`config.mk`:
```
export PLATFORM = sky130hd
export DESIGN_NAME = uart_rx_fifo
export DESIGN_NICKNAME = d
export VERILOG_FILES = /design/src/rtl/uart_rx_pkg.sv /design/src/rtl/uart_rx_fifo_mem.sv /design/src/rtl/uart_rx_fifo.sv
export SDC_FILE = /design/constraint.sdc
export NUM_CORES = 1
export LEC_CHECK = 0
export BUFFER_PORTS_ARGS = -buffer_cell sky130_fd_sc_hd__buf_2
export CORE_MARGIN = 4
export CORE_UTILIZATION = 67
export CTS_BUF_LIST = sky130_fd_sc_hd__clkbuf_4
export DETAILED_ROUTE_END_ITERATION = 6
export PLACE_DENSITY_LB_ADDON = 0.12
export SETUP_SLACK_MARGIN = 0.1
export SLEW_MARGIN = 20
export SYNTH_ARGS = -nofsm -noshare
export SYNTH_HDL_FRONTEND = slang
export SYNTH_SLANG_ARGS = --single-unit
```
`constraint.sdc`:
```
create_clock -name CLK -period 4.1 [get_ports CLK]
set_input_delay 0 -clock CLK [delete_from_list [all_inputs] [get_ports CLK]]
set_output_delay 0 -clock CLK [all_outputs]
set_load 0.05 [all_outputs]
```
`src/rtl/uart_rx_pkg.sv`:
```
// Purpose : shared constants and the RX status-flag bundle for the UART receive path.
// Latency : n/a (types and constants only).
// Backpressure: n/a.
//
// Contents:
//   UART_DATA_WIDTH     - width of one deserialized word
//   UART_RX_FIFO_DEPTH  - default receive buffer depth
//   uart_rx_status_t    - {empty, full, almost_full, overrun}, also consumed by the status register block
package uart_rx_pkg;

    localparam int UART_DATA_WIDTH    = 8;
    localparam int UART_RX_FIFO_DEPTH = 8;

    typedef struct packed {
        logic empty;
        logic full;
        logic almost_full;
        logic overrun;
    } uart_rx_status_t;

endpackage

```
`src/rtl/uart_rx_fifo_mem.sv`:
```
// Purpose : DEPTH x DATA_WIDTH storage array, synchronous write, asynchronous read.
// Latency : write visible on the read port the cycle after the write edge; read is combinational.
// Backpressure: none; the caller decides when a write is legal.
//
// Ports:
//   CLK, RST  - clock, asynchronous active-high reset (clears every entry)
//   i_we      - write enable
//   i_waddr   - write address
//   i_wdata   - write data
//   i_raddr   - read address
//   o_rdata   - read data, mem[i_raddr]
module uart_rx_fifo_mem #(
    parameter int DATA_WIDTH = 8,
    parameter int DEPTH      = 8
) (
    input  logic                     CLK,
    input  logic                     RST,
    input  logic                     i_we,
    input  logic [$clog2(DEPTH)-1:0] i_waddr,
    input  logic [DATA_WIDTH-1:0]    i_wdata,
    input  logic [$clog2(DEPTH)-1:0] i_raddr,
    output logic [DATA_WIDTH-1:0]    o_rdata
);

    logic [DATA_WIDTH-1:0] r_mem [DEPTH];

    // Entries are cleared on reset so an empty buffer presents 0 on the read port.
    always_ff @(posedge CLK or posedge RST) begin
        if (RST) begin
            for (int i = 0; i < DEPTH; i++) begin
                r_mem[i] <= '0;
            end
        end else if (i_we) begin
            r_mem[i_waddr] <= i_wdata;
        end
    end

    assign o_rdata = r_mem[i_raddr];

endmodule

```
`src/rtl/uart_rx_fifo.sv`:
```
// Purpose : circular receive buffer between the UART RX controller and the host, with sticky overrun.
// Latency : push visible on count/flags next cycle; first-word-fall-through read, pop consumes the presented word.
// Backpressure: none toward the RX controller; a push into a full buffer (without a same-cycle pop) is dropped and flagged.
//
// Ports:
//   CLK, RST     - clock, asynchronous active-high reset
//   P_DATA       - deserialized word, sampled when data_valid=1
//   data_valid   - one-cycle push strobe
//   rd_en        - host pop strobe (ignored while empty)
//   clr_ovr      - clears overrun (a same-cycle overrun event wins)
//   rd_data      - head-of-buffer word
//   empty/full/almost_full - decoded from count
//   count        - occupancy 0..DEPTH
//   overrun      - sticky dropped-word flag
module uart_rx_fifo
    import uart_rx_pkg::*;
#(
    parameter int DATA_WIDTH = UART_DATA_WIDTH,
    parameter int DEPTH      = UART_RX_FIFO_DEPTH,
    parameter int AF_LEVEL   = 6
) (
    input  logic                   CLK,
    input  logic                   RST,
    input  logic [DATA_WIDTH-1:0]  P_DATA,
    input  logic                   data_valid,
    input  logic                   rd_en,
    input  logic                   clr_ovr,
    output logic [DATA_WIDTH-1:0]  rd_data,
    output logic                   empty,
    output logic                   full,
    output logic                   almost_full,
    output logic [$clog2(DEPTH):0] count,
    output logic                   overrun
);

    localparam int PW = $clog2(DEPTH);
    localparam int CW = PW + 1;

    localparam logic [CW-1:0] C_DEPTH = CW'(DEPTH);
    localparam logic [CW-1:0] C_AF    = CW'(AF_LEVEL);

    logic [PW-1:0]   r_wr_ptr;
    logic [PW-1:0]   r_rd_ptr;
    logic [CW-1:0]   r_count;
    logic            r_overrun;

    logic            w_push;
    logic            w_pop;
    logic            w_ovr_set;
    uart_rx_status_t w_status;

    // Flags decode only from registered state, so no input reaches an output combinationally.
    always_comb begin
        w_status             = '0;
        w_status.empty       = (r_count == '0);
        w_status.full        = (r_count == C_DEPTH);
        w_status.almost_full = (r_count >= C_AF);
        w_status.overrun     = r_overrun;
    end

    // A pop frees a slot in the same cycle, so a push into a full buffer is accepted alongside it.
    assign w_pop     = rd_en & ~w_status.empty;
    assign w_push    = data_valid & (~w_status.full | w_pop);
    assign w_ovr_set = data_valid & w_status.full & ~w_pop;

    uart_rx_fifo_mem #(
        .DATA_WIDTH (DATA_WIDTH),
        .DEPTH      (DEPTH)
    ) u_mem (
        .CLK     (CLK),
        .RST     (RST),
        .i_we    (w_push),
        .i_waddr (r_wr_ptr),
        .i_wdata (P_DATA),
        .i_raddr (r_rd_ptr),
        .o_rdata (rd_data)
    );

    // Pointers wrap by natural overflow since DEPTH is a power of two.
    always_ff @(posedge CLK or posedge RST) begin
        if (RST) begin
            r_wr_ptr <= '0;
            r_rd_ptr <= '0;
        end else begin
            if (w_push) begin
                r_wr_ptr <= r_wr_ptr + PW'(1);
            end
            if (w_pop) begin
                r_rd_ptr <= r_rd_ptr + PW'(1);
            end
        end
    end

    always_ff @(posedge CLK or posedge RST) begin
        if (RST) begin
            r_count <= '0;
        end else begin
            unique case ({w_push, w_pop})
                2'b10:   r_count <= r_count + CW'(1);
                2'b01:   r_count <= r_count - CW'(1);
                default: r_count <= r_count;
            endcase
        end
    end

    // Set has priority over clear so an overrun in the clearing cycle is not lost.
    always_ff @(posedge CLK or posedge RST) begin
        if (RST) begin
            r_overrun <= 1'b0;
        end else if (w_ovr_set) begin
            r_overrun <= 1'b1;
        end else if (clr_ovr) begin
            r_overrun <= 1'b0;
        end
    end

    assign empty       = w_status.empty;
    assign full        = w_status.full;
    assign almost_full = w_status.almost_full;
    assign overrun     = w_status.overrun;
    assign count       = r_count;

endmodule

```
==> summary.md <==
| Metric | Value |
|---|---|
| Max_slew headroom | a little over a third |
| Sw power | approximately 0.0015 W |
| Post-DR wirelength/cell | 19.5 um |
| Sequential area share after synthesis | 51.2% |
| CORE AREA | approximately 5200 sq um |
| Clk pwr share | between 10% and 20% |
| Register area | around 1900 sq um |
| Max Freq | a little over 300 MHz |
| Vias | ~2100 |
| CP Data Arrival Time | between 3 and 4 ns |
| # H-tree levels | 3 |
| Final #Nets | a little under 300 |
| Largest net degree at the start of global routing | 49 |
| N_diodes | 0 |
| Final Cycle Share | around four fifths |
| DRT antenna net count | 0 |
| Count of final hold-check violations | 0 |
| # clock sinks | 75 |
| Crit path time final | between 3 and 4 ns |
| Clock transition at path regs | 0.11 ns |
| Avg Inst Size Synth | roughly 16 sq um |
| Initial antenna violation count | 0 |
| Clk_lat worst skew | between 0.4 and 0.5 ns |
| Critical path capture point type | flip-flop |
| Max Slew Vio Count | 0 |
| YS warnings | 0 |
| Hold depth | 3 |
| Most used DFF post-synth | dfrtp_1 |
| P&R area growth vs syn | 11.4% |
| Synthesized net count | ~250 |
| Worst-margin pin slew | ~0.97 ns |
| Fill count | around 340 |
| Multi-input combinational cell area | ~1700 sq um |
| Layout cells sized above 1 | between 50% and 60% |
| Setup violators final | 0 |
| RSZ-0062 raised after global routing | no |
| IO Count | 29 |
| PD cells | approximately 880 nW/um^2 |
| Cell area after synthesis | between 3000 and 4000 sq um |
| Hold crit path type | in2reg |
| Outcome | completed |
| Setup TNS | 0 ns |
| Cells after DPL | approximately 320 |
| DR vias/cell | 6.13 |
| Die H | about 80 um |
| Reg2reg setup slack | 0.84 ns |
| EDFF count, synth | 0 |
| Initial DRC Count | about 130 |
| Die Area | just under 7000 sq um |
| Longest Clk Path Bufs | 2 |
| R2r worst-path depth | 6 |
| Maximum vdd drop | roughly 700 uV |
| Core Rows | 26 |
| Dpl hpwl | about 4.4 mm |
| Number of port buffers | 28 |
| Clk_skew | around 0.0095 ns |
| Remaining Overflow, GRT | 0 |
| Layout Cells excl Fill | 350 |
| Critical path type | reg2reg |
| Logic pwr share | between 40% and 50% |
| Global-route wire length before repair | between 10 and 15 mm |
| Initial Utilization | between 70% and 80% |
| CTS buffer count | 9 |
| Routed wire length | between 6 and 7 mm |
| Async SR Flop Fraction | 100% |
| Max-cap viol count | 0 |
| Post-CTS Setup Bufs | 0 |
| Die Width | around 80 um |
| Final GP Congestion | 0.777 |
| Synthesized flop and latch total | 75 |
| First-pass DRT Iterations | 4 |
| Syn Inst Count | 236 |
| Data required, critical path | between 4 and 5 ns |
| Startpoint types | flip-flop |
| Max Fanout on Critical Path | 12 |
| Leakage power | between 1.5 and 2 nW |
| Residual DRC | 0 |
| Int Pwr | approximately 0.0021 W |
| Vias in the first global route | around 2200 |
| Sequential share of power | 40.5% |
| Cell variety after synth | 37 |
| Post-Route Utilization | 78.5% |
| CTS tree | done |
| GRT Total Usage | a little under a quarter |
| CTS Root Cell | clkbuf_4 |
| Switching share of power | 41.0% |
-- sequential cells by signal (all words and copies together) (netlist names) --
| name | count |
|---|---|
| r_rd_ptr | 3 |
| overrun | 1 |
| r_wr_ptr | 3 |
| u_mem.r_mem | 64 |
| count | 4 |
-- layout by cell type, fill, tap and decap left out, drive strengths merged --
master	Yosys	routed
o2111ai	5	5
bufinv	0	1
mux4	16	16
clkinv	0	5
xnor2	6	6
clkbuf	4	9
dfrtp	75	75
or4b	2	2
o211ai	3	3
or3b	1	1
nor4	1	1
or4	1	1
o221ai	1	1
and4b	1	1
buf	10	30
mux2	74	74
dlygate4sd3	0	12
nor2	2	2
a2111oi	1	1
o21a	1	1
nor2b	2	2
xor2	1	1
mux2i	1	1
nand3b	1	1
o32ai	1	1
a21oi	1	1
ha	5	5
and2	1	1
clkinvlp	0	1
o21ai	2	2
a21o	2	2
inv	9	9
nand2	4	4
o41ai	2	2
-- layer usage --
layer  part of all wire [%]  global-route usage [%]  vias up
met1                     44                    32.0     1106
met2                     50                    38.0       50
met3                    3.9                    3.51       12
met5                      0                       0        -
met4                    2.0                    9.97        0
li1                       -                       -      976
-- kinds of logic (layout without fill, tap and decap cells) --
logic type               count (synthesis)  in the layout  synth area share [%]
AO/OA/AOI/OAI                           19             19                  6.96
XOR/XNOR                                 7              7                  1.67
adder cells (fa/ha/maj)                  5              5                  1.71
buffers and inverters                   23             67                  2.93
flip-flops                              75             75                  51.2
multiplexers                            91             91                  32.8
AND/OR/NAND/NOR                         16             16                  2.76
-- layout make-up --
type,instances,share of cell area [%]
clock inverter,7,1.44
clock buffer,9,1.65
timing repair buffer,42,6.74
multi-input combinational,138,41.2
sequential,75,46.0
inverter,9,0.827
tap,70,2.14
-- through the flow --
step / setup slack [ns] / instance area (sq um) / hold WS, ns / total power, W
2_1_floorplan: 0.967 / 3670 / 0.0939 / 0.00287
3_3_place_gp: 0.946 / 3840 / 0.197 / 0.00314
3_5_place_dp: 0.856 / 3840 / 0.191 / 0.00321
4_1_cts: 0.836 / 4080 / 0.118 / 0.00364
5_1_grt: 0.616 / 4090 / 0.133 / 0.00383
6_report: 0.836 / 4090 / 0.133 / 0.00361
-- final timing paths --
path / start / endpoint
hold / removal: rd_en / r_rd_ptr[0]
min in group asynchronous: RST / u_mem.r_mem[55]
hold reg to reg: u_mem.r_mem[38] / u_mem.r_mem[38]
setup reg to reg: count[1] / count[3]
max in group asynchronous: RST / u_mem.r_mem[11]
setup / recovery: count[1] / count[3]
-- cells in the mapped netlist (2+ instances only) --
master / count / area [sq um]
xnor2_1: 6 / 52.6
o41ai_1: 2 / 17.5
buf_1: 3 / 11.3
mux4_2: 16 / 360
mux2_2: 73 / 822
nor2b_1: 2 / 12.5
nand2_1: 4 / 15.0
buf_2: 5 / 25.0
o2111ai_4: 3 / 78.8
inv_1: 9 / 33.8
buf_6: 2 / 22.5
a21o_1: 2 / 15.0
o211ai_4: 2 / 42.5
nor2_1: 2 / 7.51
o2111ai_2: 2 / 30.0
clkbuf_1: 4 / 15.0
dfrtp_1: 75 / 1880
ha_1: 5 / 62.6
-- power by group through the flow --
stage                     Sequential, W  Combinational (W)  Clock (W)
after floorplan                 0.00133            0.00154          0
after global placement          0.00145            0.00168          0
after detailed placement        0.00148            0.00173          0
after CTS                       0.00146            0.00175   0.000432
after global routing            0.00152            0.00184   0.000466
final                           0.00146            0.00173   0.000420
-- worst max-delay path, cell delays in order, from the launching register on --
cell and delay [ns]:
dfrtp_1 0.51, or4b_1 0.92, o21ai_2 0.36, ha_1 0.31
or3b_2 0.47, a2111oi_0 0.41, o221ai_1 0.15
-- what timing repair did --
action	in CTS	in global routing
hold buffers	12	0
hold endpoints to repair	114	0
gates resized for setup	0	0
(Power assumes the default switching activity.)
